[src/rtl/adc_serial_responder.sv]
// Serial ADC slave emulator: returns a latched parallel sample MSB-first on sdo, framed by cs_n/adclk.
// Latency 3 clk from pin edge to sdo/sdo_oe; the reader paces every bit, so there is no backpressure.
module adc_serial_responder #(
  parameter int DATA_W    = 16,
  parameter int LEAD_BITS = 2,
  parameter int FCNT_W    = 16
) (
  input  logic              clk,
  input  logic              sys_rst,
  input  logic              cs_n,
  input  logic              adclk,
  input  logic [DATA_W-1:0] sample_data,
  output logic              sdo,
  output logic              sdo_oe,
  output logic              frame_done,
  output logic              frame_abort,
  output logic [FCNT_W-1:0] frame_cnt
);

  localparam int SLOT_W = $clog2(LEAD_BITS + DATA_W + 1);
  localparam logic [SLOT_W-1:0] LEAD_END  = SLOT_W'(LEAD_BITS);
  localparam logic [SLOT_W-1:0] LAST_SLOT = SLOT_W'(LEAD_BITS + DATA_W - 1);

  typedef enum logic [1:0] {IDLE, LEAD, DATA, TAIL} state_t;
  localparam state_t FIRST = (LEAD_BITS == 0) ? DATA : LEAD;

  logic cs_meta, cs_sync, cs_prev;
  logic sck_meta, sck_sync, sck_prev;
  logic cs_fall, cs_rise, sck_fall;

  state_t              state, state_n;
  logic [DATA_W-1:0]   shreg, shreg_n;
  logic [SLOT_W-1:0]   slot, slot_n;
  logic [FCNT_W-1:0]   cnt_n;
  logic                done_n, abort_n, sdo_n, oe_n;

  // Stages reset to 0 so a cs_n held low through reset never looks like a fall.
  always_ff @(posedge clk) begin
    if (sys_rst) begin
      cs_meta  <= 1'b0;
      cs_sync  <= 1'b0;
      cs_prev  <= 1'b0;
      sck_meta <= 1'b0;
      sck_sync <= 1'b0;
      sck_prev <= 1'b0;
    end else begin
      cs_meta  <= cs_n;
      cs_sync  <= cs_meta;
      cs_prev  <= cs_sync;
      sck_meta <= adclk;
      sck_sync <= sck_meta;
      sck_prev <= sck_sync;
    end
  end

  assign cs_fall  = cs_prev & ~cs_sync;
  assign cs_rise  = ~cs_prev & cs_sync;
  assign sck_fall = sck_prev & ~sck_sync;

  always_comb begin
    state_n = state;
    shreg_n = shreg;
    slot_n  = slot;
    cnt_n   = frame_cnt;
    done_n  = 1'b0;
    abort_n = 1'b0;
    unique case (state)
      IDLE: begin
        if (cs_fall) begin
          shreg_n = sample_data;
          slot_n  = '0;
          state_n = FIRST;
        end
      end
      LEAD: begin
        if (cs_rise) begin
          state_n = IDLE;
          abort_n = 1'b1;
        end else if (sck_fall) begin
          slot_n = slot + SLOT_W'(1);
          if (slot + SLOT_W'(1) == LEAD_END) state_n = DATA;
        end
      end
      DATA: begin
        // A coincident cs_rise takes priority over the final shift.
        if (cs_rise) begin
          state_n = IDLE;
          abort_n = 1'b1;
        end else if (sck_fall) begin
          shreg_n = {shreg[DATA_W-2:0], 1'b0};
          slot_n  = slot + SLOT_W'(1);
          if (slot == LAST_SLOT) begin
            state_n = TAIL;
            done_n  = 1'b1;
            cnt_n   = frame_cnt + FCNT_W'(1);
          end
        end
      end
      TAIL: begin
        if (cs_rise) state_n = IDLE;
      end
      default: state_n = IDLE;
    endcase
    sdo_n = (state_n == DATA) ? shreg_n[DATA_W-1] : 1'b0;
    oe_n  = (state_n != IDLE);
  end

  always_ff @(posedge clk) begin
    if (sys_rst) begin
      state       <= IDLE;
      shreg       <= '0;
      slot        <= '0;
      sdo         <= 1'b0;
      sdo_oe      <= 1'b0;
      frame_done  <= 1'b0;
      frame_abort <= 1'b0;
      frame_cnt   <= '0;
    end else begin
      state       <= state_n;
      shreg       <= shreg_n;
      slot        <= slot_n;
      sdo         <= sdo_n;
      sdo_oe      <= oe_n;
      frame_done  <= done_n;
      frame_abort <= abort_n;
      frame_cnt   <= cnt_n;
    end
  end

endmodule

[config.mk]
export PLATFORM = sky130hd
export DESIGN_NAME = adc_serial_responder
export DESIGN_NICKNAME = d
export VERILOG_FILES = /design/src/rtl/adc_serial_responder.sv
export SDC_FILE = /design/constraint.sdc
export NUM_CORES = 1
export LEC_CHECK = 0
export ABC_CLOCK_PERIOD_IN_PS = 3550
export BUFFER_PORTS_ARGS = -buffer_cell sky130_fd_sc_hd__buf_4
export CAP_MARGIN = 30
export CORE_ASPECT_RATIO = 1.25
export CORE_MARGIN = 5
export CORE_UTILIZATION = 59
export DETAILED_ROUTE_END_ITERATION = 12
export PLACE_DENSITY = 0.92
export SLEW_MARGIN = 15
export SYNTH_ARGS = -nofsm -noshare
export SYNTH_HDL_FRONTEND = slang
export SYNTH_SLANG_ARGS = --single-unit
[constraint.sdc]
create_clock -name clk -period 3.55 [get_ports clk]
set_input_delay 0.355 -clock clk [delete_from_list [all_inputs] [get_ports clk]]
set_output_delay 0.355 -clock clk [all_outputs]
set_load 0.01 [all_outputs]
==> impl_results.md <==
* CP max stage delay at around 0.54 ns
* ANT nets after route at 0
* CTS tree: built
* # setup viols final at 0
* Inst Count DP at about 340
* Initial DRC count at between 80 and 90
* CTS Buf Count at 5
* Worst slew pin tran at 0.843 ns
* Die width at between 60 and 70 um
* Initial Utilization at 0.611
* N_diodes at 0
* Vias in the first global route at about 1900
* CTS Hold Buffers Added at 0
* WL final at between 4000 and 5000 um
* Max IR drop VDD at about 0.00027 V
* Hold path start: adclk
* Fin crit share at 0.649
* Core Util, Final at 0.713
* Post-synth EDFFs at 0
* Core region area at ~3800 sq um
* Max_slew headroom at 0.436
* Fraction of layout cells with a size suffix above 1 at 0.192
* Count of cell types in the netlist at 47
* Detailed-route DRC error count at 0
* Clock root buffer: clkbuf_8
* Type of the most critical hold path: in2reg
* Synth Cell Area at ~2300 sq um
* Async SR Flop Fraction at 0
* TNS Setup at 0 ns
* Worst reg2reg path startpoint: state[0]
* Via count at approximately 1900
* Syn nets at approximately 290
* Vias/cell at about 5.6
* # IOs at 40
* Status: completed
* Leakage at 0.968 nW
* Dpl ws at roughly 1.4 ns
* Overflow after GRT at 0
* CP arrival at 2.45 ns
* Achievable clock frequency at 434 MHz
* Clock Sinks at 49
* Peak fanout along the critical path at 29
* Fin nets at 318
* Post-route insts no fill at approximately 350
* Max-cap violations at 0
* Final hold slack at approximately 0.26 ns
* Top_reg_cell synth: dfxtp_1
* Seq cells post-synth at 49
* Worst setup margin at roughly 1.2 ns
* Post-CTS resize count at 0
* Syn_area_per_cell at about 9.0 sq um
* Layout Skew at ~0.0019 ns
* Crit-path cells: inv_1 > ha_1 > and3b_2 > o21ai_1 > nand2_1 > nor2_1 > a211oi_1
* Die Y at roughly 80 um
* Synth warn at 0
* CP Launch Type: flip-flop
* FP Rows at 25
* P&R area growth vs syn at 16.7%
* DR WL/cell at 13.7 um
* Pwr dens at ~360 nW/um^2
* RSZ-0062 raised after global routing: no
* Capturing element type of the critical path: flip-flop
* Routability cong. at between 0.8 and 0.9
* Kind of critical path: reg2reg
* Clk slew on worst S/H paths at roughly 0.09 ns
* Sequential area share after synthesis at 0.424
* Skew-Pair Late Insertion Delay at approximately 0.30 ns
* Max Slew Vio Count at 0
* Synth Instances at about 260
* DP Wirelength at roughly 3300 um
* Port bufs at 39
* Initial antenna violation count at 0
* Htree depth at 2
* Die area at between 5000 and 6000 sq um
* Worst EP required at ~3.7 ns
* Final Hold Viols at 0
* DRT Pass-1 Iters at 4
* Largest net degree at the start of global routing at 49
* Critical-path top delay cell: nand2_1
* Minimum clock period at about 2.3 ns
* Crit path launch: state[0]
* Clock buffer depth at 2
* GRT Resource Usage Total at 0.197
* First-pass GRT wire length at just over 8000 um
* Post-CTS Setup Inserts at 0
[critical path, delay by kind of cell (launching register included)]
family          cells  cell delay, ns
compound gates      2            0.25
fa+ha+maj           1            0.25
buf+inv             1            0.09
flops               1            0.41
simple gates        3            1.14
[per-stage QoR]
stage | power [mW] | cell area [sq um]
floorplan | 0.608 | 2310
global placement | 0.628 | 2590
detailed placement | 0.629 | 2590
global route | 1.02 | 2700
finish | 0.983 | 2700
CTS | 0.986 | 2700
[kinds of logic after synthesis]
| family | after synthesis | synth area share |
|---|---|---|
| xor gates and xnor gates | 10 | 0.0379 |
| AOI/OAI and AO/OA | 63 | 0.180 |
| and+or+nand+nor | 104 | 0.264 |
| buffers and inverters | 23 | 0.0509 |
| DFF | 49 | 0.424 |
| adders and majority gates | 8 | 0.0433 |
[registers in the layout (all words and copies together) (netlist names)]
register,count
frame_done,1
state,2
frame_abort,1
slot,5
sck_prev,1
sdo,1
cs_sync,1
cs_meta,1
cs_prev,1
frame_cnt,16
shreg,16
sck_sync,1
sdo_oe,1
sck_meta,1
[cell usage after synthesis, types with 2 or more instances]
cell | count | share of area
nand2b_1 | 4 | 0.011
nor2b_1 | 9 | 0.024
and4_1 | 2 | 0.0076
buf_4 | 2 | 0.0065
clkbuf_1 | 3 | 0.0049
a22oi_1 | 15 | 0.049
nand3_1 | 8 | 0.017
or3_1 | 11 | 0.030
and3_1 | 2 | 0.0054
xor2_1 | 2 | 0.0076
ha_1 | 8 | 0.043
nor3_1 | 2 | 0.0043
nand4_4 | 2 | 0.018
nand4_1 | 3 | 0.0081
nor2_1 | 32 | 0.052
o21ai_0 | 10 | 0.022
a21oi_1 | 14 | 0.030
dlygate4sd1_1 | 2 | 0.0076
and2_1 | 3 | 0.0081
buf_2 | 5 | 0.011
a211oi_1 | 15 | 0.049
nand2_1 | 11 | 0.018
xnor2_1 | 8 | 0.030
dfxtp_1 | 49 | 0.42
inv_1 | 10 | 0.016
nor4_1 | 4 | 0.011
[layout make-up]
| type | instances | area [sq um] |
|---|---|---|
| Sequential cell | 49 | 981 |
| Timing Repair Buffer | 39 | 293 |
| Fill cell | 280 | 1090 |
| Multi-Input combinational cell | 185 | 1210 |
| Inverter | 10 | 37.5 |
| Tap cell | 54 | 67.6 |
| Clock buffer | 7 | 96.3 |
| Clock inverter | 1 | 8.76 |
[final timing paths]
check | endpoint | slack (ns) | depth (start not counted)
min reg2reg | sck_sync | 0.44 | 1
min | sck_meta | 0.26 | 2
max | shreg[11] | 1.25 | 7
max reg2reg | shreg[11] | 1.25 | 7
[layer usage]
layer  wire, um  vias up  global-route usage
li1           -      985                   -
met1       1960      889               0.217
met2       2360       49               0.340
met3        276       15              0.0563
met4        112        0              0.0976
met5          0        -                   0
[report_power, final]
part	internal (mW)	total (mW)	switching (mW)
Sequential	0.558	0.564	0.00585
Combinational	0.0257	0.0529	0.0272
Clock	0.180	0.366	0.186
Total	0.764	0.983	0.219
[cell usage in the layout (no fill, tap or decap), types with 7 or more instances in the layout]
| cell type | netlist | routed |
|---|---|---|
| a21oi_1 | 14 | 14 |
| buf_4 | 2 | 39 |
| ha_1 | 8 | 8 |
| or3_1 | 11 | 11 |
| clkbuf_8 | 0 | 7 |
| a211oi_1 | 15 | 15 |
| o21ai_0 | 10 | 10 |
| dfxtp_1 | 49 | 49 |
| nand2_1 | 11 | 11 |
| a22oi_1 | 15 | 15 |
| inv_1 | 10 | 10 |
| nor2b_1 | 9 | 9 |
| xnor2_1 | 8 | 8 |
| nand3_1 | 8 | 8 |
| nor2_1 | 32 | 32 |
Power figures use the tool's default switching activity.
